`src/rtl/wormux_pkg.sv`:
```
// Shared constants and helpers for the wormux arbiter and its checkers.
package wormux_pkg;

    localparam int WORMUX_WIDTH_DEFAULT = 32;
    localparam int WORMUX_DEPTH_DEFAULT = 10;

    // True when at most one bit of vec is set (zero-extend narrower vectors).
    function automatic logic onehot_ok(input logic [31:0] vec);
        return ((vec & (vec - 32'd1)) == 32'd0);
    endfunction

endpackage

```
`src/rtl/wormux_rr_pick.sv`:
```
// Combinational round-robin pick: first set req bit scanning circularly from ptr+1,
// done as a priority scan over {req, req-with-indices-up-to-ptr-masked}.
module wormux_rr_pick
    import wormux_pkg::*;
#(
    parameter int DEPTH = WORMUX_DEPTH_DEFAULT,
    parameter int IDX_W = (DEPTH > 1) ? $clog2(DEPTH) : 1
) (
    input  logic [DEPTH-1:0] req,
    input  logic [IDX_W-1:0] ptr,
    output logic [DEPTH-1:0] pick,
    output logic [IDX_W-1:0] pick_idx
);

    logic [DEPTH-1:0]   lo_mask;
    logic [2*DEPTH-1:0] dbl_req;
    logic               found;

    genvar gi;
    generate
        for (gi = 0; gi < DEPTH; gi++) begin : g_mask
            assign lo_mask[gi] = (IDX_W'(gi) <= ptr);
        end
    endgenerate

    // Lower copy holds only indices above ptr; upper copy supplies the wrap.
    assign dbl_req = {req, req & ~lo_mask};

    always_comb begin
        found    = 1'b0;
        pick_idx = '0;
        pick     = '0;
        for (int i = 0; i < 2 * DEPTH; i++) begin
            if (!found && dbl_req[i]) begin
                found    = 1'b1;
                pick_idx = (i >= DEPTH) ? IDX_W'(i - DEPTH) : IDX_W'(i);
            end
        end
        if (found) begin
            pick[pick_idx] = 1'b1;
        end
    end

endmodule

```
`src/rtl/wormux_arb.sv`:
```
// Round-robin arbiter with registered one-hot-or-zero output stage for the wired-OR mux.
// Optional packet lock (hold the winner until req_last) enabled by WORMUX_ARB_LOCK_EN.
module wormux_arb
    import wormux_pkg::*;
#(
    parameter int WIDTH = WORMUX_WIDTH_DEFAULT,
    parameter int DEPTH = WORMUX_DEPTH_DEFAULT
) (
    input  logic                     clk,
    input  logic                     rst,
    input  logic [DEPTH-1:0]         req,
    input  logic [DEPTH-1:0]         req_last,
    input  logic [WIDTH*DEPTH-1:0]   req_data,
    output logic [DEPTH-1:0]         gnt,
    output logic [DEPTH-1:0]         en,
    output logic                     out_valid,
    output logic [WIDTH-1:0]         out_data,
    input  logic                     out_ready
);

    localparam int IDX_W = (DEPTH > 1) ? $clog2(DEPTH) : 1;

    logic [IDX_W-1:0] ptr_reg;
    logic             out_valid_reg;
    logic [DEPTH-1:0] en_reg;
    logic [WIDTH-1:0] out_data_reg;

    logic             load;
    logic [DEPTH-1:0] elig_req;
    logic [DEPTH-1:0] pick;
    logic [IDX_W-1:0] pick_idx;
    logic             win;
    logic [WIDTH-1:0] sel_word;
    logic [WIDTH-1:0] masked_word [DEPTH];

`ifdef WORMUX_ARB_LOCK_EN
    logic             lock_vld_reg;
    logic [IDX_W-1:0] lock_idx_reg;
    logic [DEPTH-1:0] lock_mask;

    always_comb begin
        lock_mask = '0;
        lock_mask[lock_idx_reg] = 1'b1;
    end

    // While locked only the locked index may compete; others simply wait.
    assign elig_req = lock_vld_reg ? (req & lock_mask) : req;
`else
    logic unused_req_last;
    assign unused_req_last = ^req_last;
    assign elig_req        = req;
`endif

    assign load = !out_valid_reg || out_ready;
    assign win  = |elig_req;

    wormux_rr_pick #(
        .DEPTH (DEPTH),
        .IDX_W (IDX_W)
    ) u_pick (
        .req      (elig_req),
        .ptr      (ptr_reg),
        .pick     (pick),
        .pick_idx (pick_idx)
    );

    // AND-OR select keeps the data path free of a binary-indexed mux.
    genvar gi;
    generate
        for (gi = 0; gi < DEPTH; gi++) begin : g_sel
            assign masked_word[gi] = pick[gi] ? req_data[WIDTH*gi +: WIDTH] : '0;
        end
    endgenerate

    always_comb begin
        sel_word = '0;
        for (int i = 0; i < DEPTH; i++) begin
            sel_word = sel_word | masked_word[i];
        end
    end

    assign gnt = (!rst && load && win) ? pick : '0;

    always_ff @(posedge clk) begin
        if (rst) begin
            out_valid_reg <= 1'b0;
            en_reg        <= '0;
            out_data_reg  <= '0;
            ptr_reg       <= IDX_W'(DEPTH - 1);
`ifdef WORMUX_ARB_LOCK_EN
            lock_vld_reg  <= 1'b0;
            lock_idx_reg  <= '0;
`endif
        end else if (load) begin
            if (win) begin
                out_valid_reg <= 1'b1;
                en_reg        <= pick;
                out_data_reg  <= sel_word;
                ptr_reg       <= pick_idx;
`ifdef WORMUX_ARB_LOCK_EN
                lock_vld_reg  <= !req_last[pick_idx];
                lock_idx_reg  <= pick_idx;
`endif
            end else begin
                out_valid_reg <= 1'b0;
                en_reg        <= '0;
                out_data_reg  <= '0;
            end
        end
    end

    assign out_valid = out_valid_reg;
    assign en        = en_reg;
    assign out_data  = out_data_reg;

endmodule
```
`config.mk`:
```
export PLATFORM = sky130hd
export DESIGN_NAME = wormux_arb
export DESIGN_NICKNAME = d
export VERILOG_FILES = /design/src/rtl/wormux_pkg.sv /design/src/rtl/wormux_rr_pick.sv /design/src/rtl/wormux_arb.sv
export SDC_FILE = /design/constraint.sdc
export NUM_CORES = 1
export LEC_CHECK = 0
export BUFFER_PORTS_ARGS = -buffer_cell sky130_fd_sc_hd__buf_4
export CAP_MARGIN = 40
export CORE_AREA = 2 2 154 156
export DETAILED_ROUTE_END_ITERATION = 8
export DIE_AREA = 0 0 156 158
export MAX_ROUTING_LAYER = met4
export PLACE_DENSITY = 0.57
export SYNTH_ARGS = -nofsm -noshare
export SYNTH_HDL_FRONTEND = slang
export SYNTH_HIERARCHICAL = 1
export SYNTH_SLANG_ARGS = --single-unit
```
`constraint.sdc`:
```
create_clock -name clk -period 3.75 [get_ports clk]
set_clock_uncertainty 0.1 [all_clocks]
set_input_delay 0.75 -clock clk [delete_from_list [all_inputs] [get_ports clk]]
set_output_delay 0.75 -clock clk [all_outputs]
set_load 0.1 [all_outputs]
```
==> impl_metrics.json, run 1 <==
{
  "die_y_um": 158,
  "outcome": "complete, no violations",
  "power.total_mw": 3.577,
  "cts_tree": "yes",
  "grt_pass1_wl_mm": 34.13,
  "syn-cell-area_sq_mm": 0.003786,
  "wire_per_inst_um": 22.85,
  "drtIter0Drc": 516,
  "rr_startpoint": "ptr_reg[0]",
  "synth_cell_type_count": 53,
  "postPlaceCellArea_sq_mm": 0.007222,
  "num_io_pins": 396,
  "cts_htree_levels": 2,
  "pre_cts_slack_ns": -0.1305,
  "worst-slew-pin-transition_ns": 0.7725,
  "grt.total_usage_pct": 19.36,
  "syn_nets": 786,
  "syn_avg_cell_area_sq_um": 8.547,
  "die-area_sq_mm": 0.02465,
  "syn_to_final_growth_pct": 96.46,
  "fin_cells": 1115,
  "start_util_pct": 16.42,
  "start_kind": "input pin",
  "min_period_ns": 3.689,
  "dpl.hpwl_mm": 19.51,
  "hold_buffers": 0,
  "powerDensity_mw_per_mm2": 480.9,
  "drive_gt1_share_pct": 57.65,
  "ys_async_sr_fraction_pct": 0,
  "gp_congestion": 0.8572,
  "avgViaCountPerCell": 5.140,
  "post-cts-setup-buffers": 0,
  "clk_pin_slew_ns": 0.07,
  "gr-total-overflow": 0,
  "synth_seq_area_share_pct": 24.85,
  "hold_start": "en[5]",
  "clkSinkCount": 47,
  "ant_nets": 0,
  "cap_violations": 0,
  "power.leakage_nw": 3.382,
  "fin_area_sq_mm": 0.007438,
  "fin_ws_ns": 0.06116,
  "slew_headroom_pct": 48.38,
  "grt_pass1_vias": 5398,
  "place.port_buffers": 385,
  "synth_flop_cell": "dfxtp_1",
  "finalSetupViolations": 0,
  "fmax_ghz": 0.2711,
  "fp-row-count": 56,
  "wl_mm": 25.47,
  "ys_seq_elements": 47,
  "yosysWarningCount": 6,
  "path_max_fanout": 6,
  "finalHoldViolCount": 0,
  "fillCellCount": 2469,
  "drt-pass1-iter-count": 5,
  "critical_path_arrival_ns": 2.84,
  "syn_inst": 443,
  "fp.dieW_um": 156,
  "period_share_pct": 98.37,
  "antenna_found_initial": 1,
  "startpoint": "req[7]",
  "placed_cells": 1106,
  "cts.path.max_buffers": 2,
  "largest_reg_flops": 32,
  "synth_edf_count": 0,
  "hold_path.class": "flop to flop",
  "core_area_sq_mm": 0.02305,
  "whs_ns": 0.3795,
  "irDropWorstVdd_uv": 225.7,
  "clock_latency_ns": 0.30,
  "grt_start_max_net_pins": 34,
  "cts_buffers": 5,
  "drv_slew": 0,
  "drc": 0,
  "cp.required_ns": 2.90,
  "cts_root_buf": "clkbuf_16",
  "fin_nets": 1166,
  "endpoint_kind": "output port",
  "path_class": "input pin to output port",
  "vias": 5731
}
==> cells in the mapped netlist, drive strengths merged (2+ instances only) <==
master  instances  area (sq um)
a22oi          96         720.7
a21oi           8         40.04
o21ai           4         23.77
mux2i           2         20.02
nand4b          2         17.52
nand2b          6         37.54
a21bo           2         20.02
nor4            3         31.28
a211oi          5         37.54
nand4          32         200.2
a21o            2         15.01
o211ai          2         15.01
dfxtp          47         940.9
clkbuf         42         157.7
or4             3         22.52
and4            3         26.28
nor3            6         30.03
nand3           3         20.02
buf            13         101.3
and2           10         62.56
inv             6         22.52
nand2           5         18.77
a22o           74         648.1
nor2           11         41.29
a31oi           2         12.51
a221oi         34         304.0
==> cell families (layout without fill, tap and decap cells) <==
logic type,after synthesis,after routing,synth area share (%)
AOI/OAI and AO/OA,245,245,52.61
and+or+nand+nor,88,88,14.57
buffers and inverters,61,442,7.435
DFF,47,47,24.85
muxes,2,2,0.5288
other,0,1,0
==> cells in the final DEF, fill, tap and decap left out, drive strengths merged, types with 4 or more instances in the layout <==
| cell type | netlist | routed |
|---|---|---|
| nor3 | 6 | 6 |
| nand2 | 5 | 5 |
| dfxtp | 47 | 47 |
| clkbuf | 42 | 7 |
| buf | 13 | 428 |
| a211oi | 5 | 5 |
| a221oi | 34 | 34 |
| nor2 | 11 | 11 |
| a22o | 74 | 74 |
| nand2b | 6 | 6 |
| nand4 | 32 | 32 |
| a21oi | 8 | 8 |
| a22oi | 96 | 96 |
| inv | 6 | 6 |
| o21ai | 4 | 4 |
| and2 | 10 | 10 |
==> metrics by stage <==
stage | utilization, % | setup TNS [ns]
after detailed placement | 31.33 | -0.2473
after global placement | 31.33 | -0.2357
after floorplan | - | -0.1238
after CTS | 32.08 | 0
after global routing | 32.27 | -0.01721
final | 32.27 | 0
==> repair_timing <==
item / 4_1_cts / 5_1_grt
pin swaps: 0 / 0
setup endpoints to repair: 3 / 8
resized for setup: 3 / 14
==> power by group <==
| group | switching [mW] | internal (mW) | leakage [nW] |
|---|---|---|---|
| clock | 0.225 | 0.285 | 0.0761 |
| combinational | 1.55 | 0.826 | 2.92 |
| sequential | 0.0825 | 0.611 | 0.387 |
==> worst max-delay path, stage by stage <==
cell	delay [ns]
buf_4	0.14
inv_1	0.13
o211ai_1	0.16
a21o_1	0.22
or4_1	0.56
buf_4	0.21
a211oi_4	0.26
and2_4	0.18
buf_6	0.22
==> routing by layer <==
metal	routed length, um	global-route usage, %	vias to the layer above	part of all wire [%]
met5	0	-	-	0
met4	307	3.801	0	1.2
met3	1793	3.230	21	7.0
met2	12240	31.50	303	48
met1	11130	25.48	2756	44
li1	-	-	2651	-
==> path summary, 6_finish.rpt <==
kind,slack (ns),to,cells past startpoint
setup / recovery,0.06,gnt[7],9
setup reg to reg,0.26,out_data[13],12
hold reg to reg,0.38,en[5],1
hold / removal,0.38,en[5],1
==> layout make-up <==
cell class	count	area [sq um]	share of cell area [%]
well taps	290	362.8	4.878
repair buffers	428	3244	43.62
inverters	6	22.52	0.3028
flip-flops and latches	47	945.9	12.72
clock buffers	7	152.6	2.052
diodes	1	2.502	0.03364
multi-input cells	335	2700	36.30
clock inverters	1	7.507	0.1009
(Power assumes the default switching activity.)
==> run 2: changes to the inputs <==
--- a/constraint.sdc
+++ b/constraint.sdc
@@ -3,3 +3,3 @@
 set_input_delay 0.75 -clock clk [delete_from_list [all_inputs] [get_ports clk]]
 set_output_delay 0.75 -clock clk [all_outputs]
-set_load 0.1 [all_outputs]
+set_load 0.01 [all_outputs]
==> run 2 against run 1 <==
- via count grew 0.73%
- worst hold slack worse by 0.00096 ns
- total power fell by 19%
- final area increased by 0.10%
- critical path depth is the same
- flip-flop and latch count unchanged
- core utilization is essentially flat
- sequential share of layout area decreased by 0.080 points
- wire length grew 0.42%
- setup slack gained 0.029 ns
- sequential power about the same
==> impl_metrics.json, run 2 (same netlist as run 1, synthesis figures left out) <==
{
  "fin_util_pct": 32.30,
  "postPlaceCellArea_sq_mm": 0.007237,
  "drc": 0,
  "min_path_cells": 1,
  "fp-row-count": 56,
  "min_to": "en[7]",
  "wire_per_inst_um": 22.90,
  "gp_congestion": 0.8266,
  "irDropWorstVdd_uv": 157.6,
  "finalHoldViolCount": 0,
  "crit_path_top_delay_cell": "or4b_4",
  "seq_area_sq_um": 940.9,
  "drive_gt1_share_pct": 55.86,
  "powerDensity_mw_per_mm2": 388.4,
  "final_common_cell": "buf_4",
  "cts_htree_levels": 2,
  "cp.required_ns": 2.90,
  "drv_slew": 0,
  "grt.total_usage_pct": 19.55,
  "path_max_fanout": 6,
  "multi_input_area_sq_mm": 0.002661,
  "rsz0062_at_grt": "no",
  "num_io_pins": 396,
  "ant_nets": 0,
  "clk_pin_slew_ns": 0.07,
  "hold_start": "en[7]",
  "mostFrequentLayoutCells": "buf_4 (427), a22oi_1 (96), a22o_1 (74)",
  "totalNegativeSetupSlack_ns": 0,
  "slew_headroom_pct": 54.33,
  "fin_cells": 1117,
  "dpl.hpwl_mm": 20.04,
  "hold_path.class": "flop to flop",
  "cts_tree": "yes",
  "rr_startpoint": "ptr_reg[2]",
  "crit_chain": "buf_4 > or4b_4 > o211ai_1 > nor3_1 > a221o_1 > buf_4 > a211oi_4 > and2_1 > buf_4",
  "grt_pass1_vias": 5546,
  "fin_nets": 1169,
  "place.port_buffers": 385,
  "rr_worst_depth": 12,
  "start_kind": "input pin",
  "power.leakage_nw": 3.400,
  "avgViaCountPerCell": 5.168,
  "cp_common_cell": "buf_4",
  "fp.dieW_um": 156,
  "core_area_sq_mm": 0.02305,
  "clock_latency_ns": 0.30,
  "drt-pass1-iter-count": 5,
  "worst-slew-pin-transition_ns": 0.6837,
  "syn_to_final_growth_pct": 96.66,
  "hold_buffers": 0,
  "path_class": "input pin to output port",
  "fin_area_sq_mm": 0.007446,
  "max_stage_delay_ns": 0.50,
  "whs_ns": 0.3785,
  "critical_path_arrival_ns": 2.81,
  "r2r_end": "out_data[14]",
  "cts_root_buf": "clkbuf_16",
  "outcome": "complete, no violations",
  "fillCellCount": 2466,
  "endpoint_kind": "output port",
  "die-area_sq_mm": 0.02465,
  "placed_cells": 1106,
  "gr-total-overflow": 0,
  "wl_mm": 25.58,
  "largest_reg_flops": 32,
  "start_util_pct": 16.42,
  "antenna_found_initial": 0,
  "cap_violations": 0,
  "grt_pass1_wl_mm": 34.73,
  "period_share_pct": 97.59,
  "rrSetupSlack_ns": 0.29,
  "cts_buffers": 5,
  "diodes": 0,
  "fmax_ghz": 0.2733,
  "cts.path.max_buffers": 2,
  "die_y_um": 158,
  "clkSinkCount": 47,
  "min_period_ns": 3.660,
  "grt_start_max_net_pins": 34,
  "vias": 5773,
  "finalSetupViolations": 0,
  "drtIter0Drc": 492
}
-- run 2: cell type report --
cell class,instances,area share [%]
Inverter,6,0.3025
Clock inverter,3,0.6385
Multi-Input combinational cell,335,35.74
Tap cell,290,4.873
Sequential cell,47,12.64
Timing Repair Buffer,431,44.13
Clock buffer,5,1.680
-- run 2: what timing repair did --
action,in CTS,in global routing
endpoints found under the setup margin,1,6
resized for setup,1,3
buffers inserted,0,3
pin swaps,0,2
-- run 2: where the power goes --
group | total, mW | leakage, nW | switching, mW | internal [mW]
clock network | 0.560 | 0.0844 | 0.240 | 0.320
logic | 1.64 | 2.93 | 0.804 | 0.836
registers | 0.692 | 0.387 | 0.0820 | 0.610
-- run 2: per-layer routing --
layer	GRT usage [%]	part of all wire (%)	up-vias	wire length, um
met1	24.81	43	2772	10930
met3	4.106	7.7	32	1963
met2	31.48	48	312	12190
li1	-	-	2657	-
met4	5.548	1.9	0	491
met5	-	0	-	0
-- run 2: stage by stage --
| stage | total power [mW] | setup WS, ns |
|---|---|---|
| final | 2.892 | 0.09043 |
| after global routing | 3.074 | 0.01414 |
| after CTS | 2.912 | 0.007381 |
| after detailed placement | 2.331 | -0.05844 |
| after global placement | 2.325 | -0.02119 |
| after floorplan | 1.443 | 0.04253 |
-- run 2: critical path, delay by kind of cell --
family / cells / cell delay, ns
AO/OA/AOI/OAI: 3 / 0.80
buffers and inverters: 3 / 0.43
AND/OR/NAND/NOR: 3 / 0.82
-- run 2: how the worst max path moves through the flow --
stage               start     end  depth (start not counted)
2_1_floorplan      req[3]  gnt[7]                         10
3_3_place_gp       req[9]  gnt[4]                          8
3_5_place_dp       req[9]  gnt[4]                          8
4_1_cts            req[9]  gnt[2]                          9
5_1_grt        ptr_reg[2]  gnt[6]                          8
6_report           req[9]  gnt[6]                          9
